[src/rtl/par_to_serial_if.sv]
// rtl/par_to_serial_if.sv - symbol-in / serial-out bundle for the TX serializer
interface par_to_serial_if #(
  parameter int WIDTH = 8
);
  logic [WIDTH-1:0] data_in;
  logic             in_valid;
  logic             load;
  logic             serial_out;
  logic             byte_start;
  logic             sync_done;

  modport master (
    output data_in, in_valid,
    input  load, serial_out, byte_start, sync_done
  );

  modport slave (
    input  data_in, in_valid,
    output load, serial_out, byte_start, sync_done
  );
endinterface

[src/rtl/par_to_serial.sv]
// rtl/par_to_serial.sv - MSB-first serializer with post-reset COMMA sync burst
module par_to_serial #(
  parameter int               WIDTH       = 8,
  parameter logic [WIDTH-1:0] COMMA       = WIDTH'(8'hBC),
  parameter int               SYNC_COMMAS = 4
) (
  input  logic           dclk,
  input  logic           default_values,
  par_to_serial_if.slave bus
);
  localparam int CNTW = $clog2(WIDTH);
  localparam int CCW  = (SYNC_COMMAS > 1) ? $clog2(SYNC_COMMAS) : 1;
  localparam logic [CNTW-1:0] LAST_BIT   = CNTW'(WIDTH - 1);
  localparam logic [CCW-1:0]  LAST_COMMA = CCW'(SYNC_COMMAS - 1);

  typedef enum logic [1:0] {S_IDLE, S_SYNC, S_DATA} state_t;

  state_t           r_state;
  logic [WIDTH-1:0] r_shreg;
  logic [CNTW-1:0]  r_cnt;
  logic [CCW-1:0]   r_comma_cnt;
  logic             r_sync_done;

  state_t           w_next_state;
  logic             w_boundary;
  logic             w_data_rule;
  logic [WIDTH-1:0] w_next_sym;
  logic [WIDTH-1:0] w_next_shreg;
  logic [CNTW-1:0]  w_next_cnt;
  logic [CCW-1:0]   w_next_comma_cnt;
  logic             w_next_sync_done;

  always_comb begin
    w_next_state     = r_state;
    w_next_comma_cnt = r_comma_cnt;
    w_next_sync_done = r_sync_done;
    w_data_rule      = 1'b0;
    w_next_sym       = COMMA;
    w_boundary       = (r_state == S_IDLE) || (r_cnt == LAST_BIT);

    case (r_state)
      S_IDLE: begin
        w_next_state     = S_SYNC;
        w_next_comma_cnt = '0;
      end
      S_SYNC: begin
        // The final sync boundary already loads a data-rule symbol.
        if (w_boundary) begin
          if (r_comma_cnt == LAST_COMMA) begin
            w_data_rule      = 1'b1;
            w_next_state     = S_DATA;
            w_next_sync_done = 1'b1;
          end else begin
            w_next_comma_cnt = r_comma_cnt + CCW'(1);
          end
        end
      end
      S_DATA: w_data_rule = w_boundary;
      default: w_next_state = S_IDLE;
    endcase

    if (w_data_rule && bus.in_valid) begin
      w_next_sym = bus.data_in;
    end

    w_next_shreg = w_boundary ? w_next_sym : {r_shreg[WIDTH-2:0], 1'b0};
    w_next_cnt   = w_boundary ? '0 : r_cnt + CNTW'(1);
  end

  always_ff @(posedge dclk) begin
    if (default_values) begin
      r_state     <= S_IDLE;
      r_shreg     <= '0;
      r_cnt       <= '0;
      r_comma_cnt <= '0;
      r_sync_done <= 1'b0;
    end else begin
      r_state     <= w_next_state;
      r_shreg     <= w_next_shreg;
      r_cnt       <= w_next_cnt;
      r_comma_cnt <= w_next_comma_cnt;
      r_sync_done <= w_next_sync_done;
    end
  end

  assign bus.serial_out = r_shreg[WIDTH-1];
  assign bus.byte_start = (r_cnt == '0) && (r_state != S_IDLE);
  assign bus.sync_done  = r_sync_done;
  assign bus.load       = !default_values && w_data_rule;
endmodule

[src/flat_wrapper.sv]
// flat-port wrapper written by rule: the top's interface ports become plain ports
module par_to_serial_flat 
#(
  parameter int               WIDTH       = 8,
  parameter logic [WIDTH-1:0] COMMA       = WIDTH'(8'hBC),
  parameter int               SYNC_COMMAS = 4
)
  (dclk, default_values, bus_data_in, bus_in_valid, bus_load, bus_serial_out, bus_byte_start, bus_sync_done);
  par_to_serial_if #(.WIDTH(WIDTH)) bus_i ();
  input  logic dclk;
  input  logic default_values;
  input wire logic [$bits(bus_i.data_in)-1:0] bus_data_in;
  input wire logic [$bits(bus_i.in_valid)-1:0] bus_in_valid;
  output wire logic [$bits(bus_i.load)-1:0] bus_load;
  output wire logic [$bits(bus_i.serial_out)-1:0] bus_serial_out;
  output wire logic [$bits(bus_i.byte_start)-1:0] bus_byte_start;
  output wire logic [$bits(bus_i.sync_done)-1:0] bus_sync_done;
  assign bus_i.data_in = bus_data_in;
  assign bus_i.in_valid = bus_in_valid;
  assign bus_load = bus_i.load;
  assign bus_serial_out = bus_i.serial_out;
  assign bus_byte_start = bus_i.byte_start;
  assign bus_sync_done = bus_i.sync_done;
  par_to_serial #(.WIDTH(WIDTH), .COMMA(COMMA), .SYNC_COMMAS(SYNC_COMMAS)) u_core (.dclk(dclk), .default_values(default_values), .bus(bus_i));
endmodule
[config.mk]
export PLATFORM = sky130hd
export DESIGN_NAME = par_to_serial_flat
export DESIGN_NICKNAME = d
export VERILOG_FILES = /design/src/rtl/par_to_serial_if.sv /design/src/rtl/par_to_serial.sv /design/src/flat_wrapper.sv
export SDC_FILE = /design/constraint.sdc
export NUM_CORES = 1
export LEC_CHECK = 0
export CAP_MARGIN = 20
export CORE_AREA = 2 2 47 49
export DETAILED_ROUTE_END_ITERATION = 7
export DIE_AREA = 0 0 49 51
export RECOVER_POWER = 50
export REMOVE_ABC_BUFFERS = 1
export SETUP_SLACK_MARGIN = 0.05
export SKIP_CTS_REPAIR_TIMING = 1
export SYNTH_ARGS = -nofsm -noshare
export SYNTH_HDL_FRONTEND = slang
export SYNTH_SLANG_ARGS = --single-unit
[constraint.sdc]
create_clock -name dclk -period 2.1 [get_ports dclk]
set_clock_uncertainty 0.1 [all_clocks]
set_input_delay 0.21 -clock dclk [delete_from_list [all_inputs] [get_ports dclk]]
set_output_delay 0.21 -clock dclk [all_outputs]
set_load 0.01 [all_outputs]
Yosys cells after proc, flatten, opt, wreduce, memory -nomap -nowiden --
Cells that the tools add are included.
Storage, ports and cells: register bits after elaboration 16, output and inout bits 4, word-level logic and storage cells 43
Operators by class: add/subtract/negate cells 2, eq/ne operators 7, muxes and demuxes 11, bitwise logic cells 3, reductions and logical operators 14
Operators by type and width (count):
- 8-bit 2-to-1 mux | 2
- 3-bit AND reduction | 3
- 2-bit 2-to-1 mux | 4
- 2-bit one-hot mux with 3 select lines | 1
- 2-bit equality test (second input constant) | 2
- 2-bit by 1-bit inequality test with 1-bit output (second input constant) | 2
- 2-bit one-hot mux with 2 select lines | 1
- 2-bit nonzero test | 2
- 3-bit by 1-bit adder with 3-bit output (second input constant) | 1
- 3-bit equality test (second input constant) | 1
- 1-bit logical AND | 3
- 3-bit logical NOT | 1
- 1-bit inverter | 3
- 3-bit OR reduction | 1
- 2-bit by 1-bit adder with 2-bit output (second input constant) | 1
- 2-bit by 1-bit equality test with 1-bit output (second input constant) | 1
- 2-bit logical NOT | 1
- 1-bit 2-to-1 mux | 2
- 2-bit inequality test (second input constant) | 1
- 1-bit one-hot mux with 2 select lines | 1
- 2-bit OR reduction | 1
- 1-bit logical NOT | 1
- 1-bit logical OR | 1

Longest topological paths before layout --
depth in word-level cells 7, depth in mapped cells 7

Worst setup path after synthesis --
Ideal clock, no wire load.
kind reg-to-output, start point register u_core.r_cnt[0], end point output port bus_load, data arrival time 1.314 ns, data required time 1.790 ns, setup slack 0.476 ns, stages on the path, launching flop included 8, path buffers 2, path through dfxtp_1 -> ha_1 -> ha_1 -> or2_1 -> buf_6 -> buf_8 -> nand3_1 -> nor2_1
Between the ends: word-level cells in the longest chain between the ends 5
RTL lines:
- from (decl) | line par_to_serial.sv:20 | logic [CNTW-1:0] r_cnt;
- from (signal assigned) | line par_to_serial.sv:80 | r_cnt <= w_next_cnt;
- 3-bit equality test * | line par_to_serial.sv:39 | w_boundary = (r_state == S_IDLE) || (r_cnt == LAST_BIT);
- 1-bit logical OR * | line par_to_serial.sv:39
- 1-bit 2-to-1 mux | line par_to_serial.sv:48 | if (w_boundary) begin
- 1-bit one-hot mux with 2 select lines * | line par_to_serial.sv:41 | case (r_state)
- 1-bit logical AND * | line par_to_serial.sv:89 | assign bus.load = !default_values && w_data_rule;
- to (decl) | line flat_wrapper.sv:14 | output wire logic [$bits(bus_i.load)-1:0] bus_load;
Every way passes the cells marked *; elsewhere a longest branch is shown, timed or not.

Worst setup path after layout --
Same ends and word-level chain as after synthesis.

==> results.md <==
* Outcome: complete, no violations
* Initial DRC Count at 3
* Pwr Density at 778 nW/um^2
* Syn avg cell area at 10.7 sq um
* Port Buffers at 14
* Area occupied by multi-input gates at roughly 390 sq um
* Hold path cells at 1
* Cts bufs inserted at 3
* Leak Pwr at about 0.42 nW
* Slowest stage delay, CP at 0.34 ns
* Async SR Flop Fraction at 0%
* Final Critical Period at 1.89 ns
* Die Y at ~51 um
* Gpl congestion at between 0.6 and 0.7
* Final Cycle Share at between 80% and 90%
* Hold_ws at 0.364 ns
* Worst VDD drop at 0.364 mV
* Element type at the critical path end: output pin
* Layout fillers at 200
* Top-count cell post-synth: dfxtp_1
* Cell taking the most area after synthesis: dfxtp_1
* Slowest cell on the critical path: dfxtp_1
* Data required, critical path at 1.79 ns
* Initial antenna violation count at 0
* IO Count at 15
* Synth warnings at 0
* Via count at 587
* Max FO, Critical Path at 3
* Final-report max-slew violation count at 0
* Layout cells sized above 1 at 18.0%
* Maximum clock rate at 530 MHz
* Final setup fails at 0
* Maximum buffer depth of the clock tree at 2
* Main synth FF type: dfxtp_1
* Area contributors post-synth: dfxtp_1 42%, ha_1 13%, o221a_1 4.4%
* Area delta synth->final at 26.9%
* H-tree depth at 1
* Routed WL per cell at 12.4 um
* CP Cell Sequence: ha_1 -> ha_1 -> or2_0 -> nand3_1 -> nor2_1 -> dlymetal6s2s_1
* Final WL at about 1400 um
* Pre-Repair DR Iteration Count at 4
* Post-DP HPWL at 1060 um
* DRC at 0
* Initial Util at roughly 37%
* Num Clock Sinks at 16
* Register area at 320 sq um
* Crit Path Category: flop to output pin
* Top cells by count, synth: 16 x dfxtp_1, 8 x ha_1, 6 x inv_1, 6 x nand2_1, 4 x nor3b_1
* Worst slew pin tran at between 0.3 and 0.4 ns
* CTS root buffer: clkbuf_4
* Core Region at 2060 sq um
* Synth Instances at 72
* Post-synth EDFFs at 0
* Critical Path AT at 1.58 ns
* Clk_lat worst skew at 0.29 ns
* CTS tree: done
* Total track usage at between 10% and 20%
* Via/cell ratio at 5.02
* Antenna cells at 0
* Yosys cell types at 25
* First-pass GRT wire length at roughly 2400 um
* Reg2reg path depth at 6
* Startpoint Class: flop
* CP most frequent cell: ha_1
* Max_cap viols at 0
* Post-synthesis sequential area ratio at 41.7%
* Nets at 109
* DIE WIDTH at 49 um
* Synth top area share at between 40% and 50%
* Slew HR at 77.2%
* Placed cells at 113
* DIE AREA at 2500 sq um
* Layout Cells excl Fill at ~120
* Number of synthesized register bits at 16
* Total congestion overflow at 0
* # rows at 17
* HP Class: flop to flop
* Syn Std Cell Area at between 700 and 800 sq um
* Antenna-violating nets left at 0
* RSZ-0062 raised after global routing: false
* Vias in the first global route at between 500 and 600
* Largest net degree at the start of global routing at 15
* Reg clk slew, reported paths at 0.10 ns
* Final Hold Fails at 0
## per-stage QoR
| step | TNS [ns] | instance area [sq um] | total power (W) | util (%) | setup slack [ns] |
|---|---|---|---|---|---|
| 2_1_floorplan | 0 | 731 | 0.000474 | - | 0.400 |
| 3_3_place_gp | 0 | 928 | 0.000558 | 45.0 | 0.247 |
| 3_5_place_dp | 0 | 928 | 0.000562 | 45.0 | 0.233 |
| 4_1_cts | -0.190 | 965 | 0.000774 | 46.8 | -0.116 |
| 5_1_grt | 0 | 975 | 0.000801 | 47.2 | 0.105 |
| 6_report | 0 | 975 | 0.000758 | 47.2 | 0.213 |
## worst paths after layout
path	from	to	slack [ns]
setup / recovery	u_core.r_cnt[0]	bus_load	0.21
hold / removal	u_core.r_cnt[0]	u_core.r_cnt[0]	0.36
hold reg to reg	u_core.r_cnt[0]	u_core.r_cnt[0]	0.36
setup reg to reg	u_core.r_cnt[0]	u_core.r_shreg[3]	0.23
## per-layer routing
layer	GRT usage [%]	vias up	routed length (um)
li1	-	295	-
met1	14.7	285	634
met3	3.80	2	37
met5	0	-	0
met2	20.8	5	757
met4	10.0	0	17
## flip-flops by register name (all words and copies together), names as in the netlist
register,cells
u_core.bus.sync_done,1
u_core.r_cnt,3
u_core.r_comma_cnt,2
u_core.r_shreg,8
u_core.r_state,2
## critical path, delay by kind of cell (launching register included)
family | cells | cell delay (ns)
adders and majority gates | 2 | 0.41
DFF | 1 | 0.34
buffers and inverters | 1 | 0.16
and+or+nand+nor | 3 | 0.37
## cells in the final DEF, fill, tap and decap left out
cell,n
dfxtp_1,16
clkdlybuf4s50_1,10
ha_1,7
inv_1,6
nand2_1,6
nand3_1,3
nor2_1,3
o221a_1,3
a31oi_1,3
nor3b_1,3
o221a_2,3
clkbuf_4,3
o32ai_2,2
a21oi_1,2
dlymetal6s2s_1,2
dlygate4sd3_1,2
buf_4,2
nor3b_2,1
a21o_2,1
or2_0,1
nor3_1,1
nand4_4,1
clkinv_1,1
nand4b_1,1
o21ai_0,1
nand4bb_1,1
mux2i_1,1
ha_2,1
clkbuf_8,1
clkbuf_2,1
## cell type report
class,instances,share of cell area (%)
Multi-Input combinational cell,45,40.2
Sequential cell,16,32.9
Timing Repair Buffer,17,16.9
Clock buffer,4,3.72
Tap cell,28,3.59
Inverter,7,2.70
## where the power goes
| group | internal (W) | switching [W] |
|---|---|---|
| Combinational | 0.0000949 | 0.000103 |
| Clock | 0.000106 | 0.000105 |
| Sequential | 0.000335 | 0.0000147 |
## cell families (layout without fill, tap and decap cells)
kind of cell / count (synthesis) / count (layout) / synth area share [%]
simple gates: 21 / 21 / 17.1
flops: 16 / 16 / 41.7
compound gates: 15 / 15 / 18.6
buf+inv: 11 / 28 / 8.30
fa+ha+maj: 8 / 8 / 13.0
mux: 1 / 1 / 1.30
Note: power is estimated with default switching activity, not from simulation.
==> RTL edit, RTL diff (same flow settings) <==
`SYNC_COMMAS` is set to 4 in 2 places; all go to 8.
--- a/src/rtl/par_to_serial.sv
+++ b/src/rtl/par_to_serial.sv
@@ -4,3 +4,3 @@
   parameter logic [WIDTH-1:0] COMMA       = WIDTH'(8'hBC),
-  parameter int               SYNC_COMMAS = 4
+  parameter int               SYNC_COMMAS = 8
 ) (
--- a/src/flat_wrapper.sv
+++ b/src/flat_wrapper.sv
@@ -5,3 +5,3 @@
   parameter logic [WIDTH-1:0] COMMA       = WIDTH'(8'hBC),
-  parameter int               SYNC_COMMAS = 4
+  parameter int               SYNC_COMMAS = 8
 )
Behaviour: same outputs for any inputs over 10 cycles, from zero or initial values; that may be too few to reach the edited logic, so the function may still have changed.
==> RTL edit against the unedited design <==
Setup slack got worse by 90 ps; sequential cell count up 1; utilization is 0.36 points higher; die area stayed put; cell area grew 0.77%; synthesized cell count grew 5.6%; power decreased by 4.8%; wire length shrank 6.6%; area after synthesis shrank 0.98%; register-to-register slack worse by 20 ps; largest cell class unchanged; highest routed layer unchanged.
==> RTL edit: results (changes against the unedited design) <==
** Power and ir drop
- Clock network power share :: 0.243 (was 0.277)
- Maximum vdd ir drop :: 0.0004401 V (was 0.0003641 V)
- The power density relative to cell area is 734.6 nW/um^2 (was 777.6 nW/um^2).
- The combinational logic power was 0.180 mW (was 0.198 mW).
- The internal power component came to 0.5164 mW (was 0.5357 mW).

** GRT
- The global routing usage on met1 came to 0.1627 (was 0.1467).
- The global-route total usage across every layer came to 0.1210 (was 0.1301).
- Via count of the first global-routing pass :: 549 (was 548)
- The global routing usage on met3 came to 0.01754 (was 0.03801).
- The pin count of the biggest net entering global routing is 13 (was 15).

** Cells and area
- Area occupied by registers :: 340.3 sq um (was 320.3 sq um)
- Signal buf overhead :: 0.1707 (was 0.1694)
- Multi-Input Combinational :: 50 (was 45)
- Biggest registers after layout :: u_core.r_shreg: 8 flops, u_core.r_cnt: 3 flops, u_core.r_comma_cnt: 3 flops (was u_core.r_shreg: 8 flops, u_core.r_cnt: 3 flops)
- The clock tree cell share of total cell area is 0.02803 (was 0.03723).
- The final-stage net count is 116 (was 109).
- Filler Cells Inserted :: 214 (was 200)
- Area used by multi-input combinational logic :: 385.4 sq um (was 391.6 sq um)

** Outcome
- Outcome :: complete, no violations (unchanged)

** Detailed routing
- Post-detailed-route via-to-cell ratio :: 4.886 (was 5.017)
- Wire length per cell :: 10.99 um (was 12.37 um)
- Detailed route wirelength on metal3 :: 43 um (was 37 um)
- The detailed route wirelength on metal2 is 644 um (was 757 um).

** Placed design
- HPWL after detailed placement :: 996.7 um (was 1.057 mm)
- Weighted congestion reported at the end of routability-driven placement :: 0.6396 (was 0.6750)

** Setup path
- Cell type group with the largest total delay on the critical path :: simple AND/OR/NAND/NOR gates (was adder cells)
- The internal reg-to-reg setup slack is 210 ps (was 230 ps).

** Logic synthesis
- Distinct cells, synth :: 22 (was 25)
- The part of the Yosys area used for sequential elements was 0.4474 (was 0.4169).
==> RTL edit: changes by cell type in the layout (fill, tap and decap cells not counted), moves of 3 or more <==
cell and change:
sky130_fd_sc_hd__a21oi_1 +3, sky130_fd_sc_hd__a31oi_1 -3, sky130_fd_sc_hd__o21ai_0 +3, sky130_fd_sc_hd__o221a_1 -3, sky130_fd_sc_hd__o221a_2 +3
==> RTL edit: through the flow <==
stage                     setup slack (ps)  hold slack (ps)  instance area (sq um)  TNS, ps  instances
final                                123.5            363.6                  982.2        0        123
after global routing                 39.15            375.5                  982.2        0        123
after CTS                           -192.8            370.3                  978.4   -198.0        123
after detailed placement             153.3            358.5                  950.9        0        119
after global placement               159.3            341.7                  950.9        0        119
after floorplan                      409.7            179.1                  753.2        0         74
==> RTL edit: cell families after synthesis <==
family	share of synthesized area
compound gates	0.1941
buf+inv	0.04440
mux	0.01316
fa+ha+maj	0.1480
simple gates	0.1530
flops	0.4474
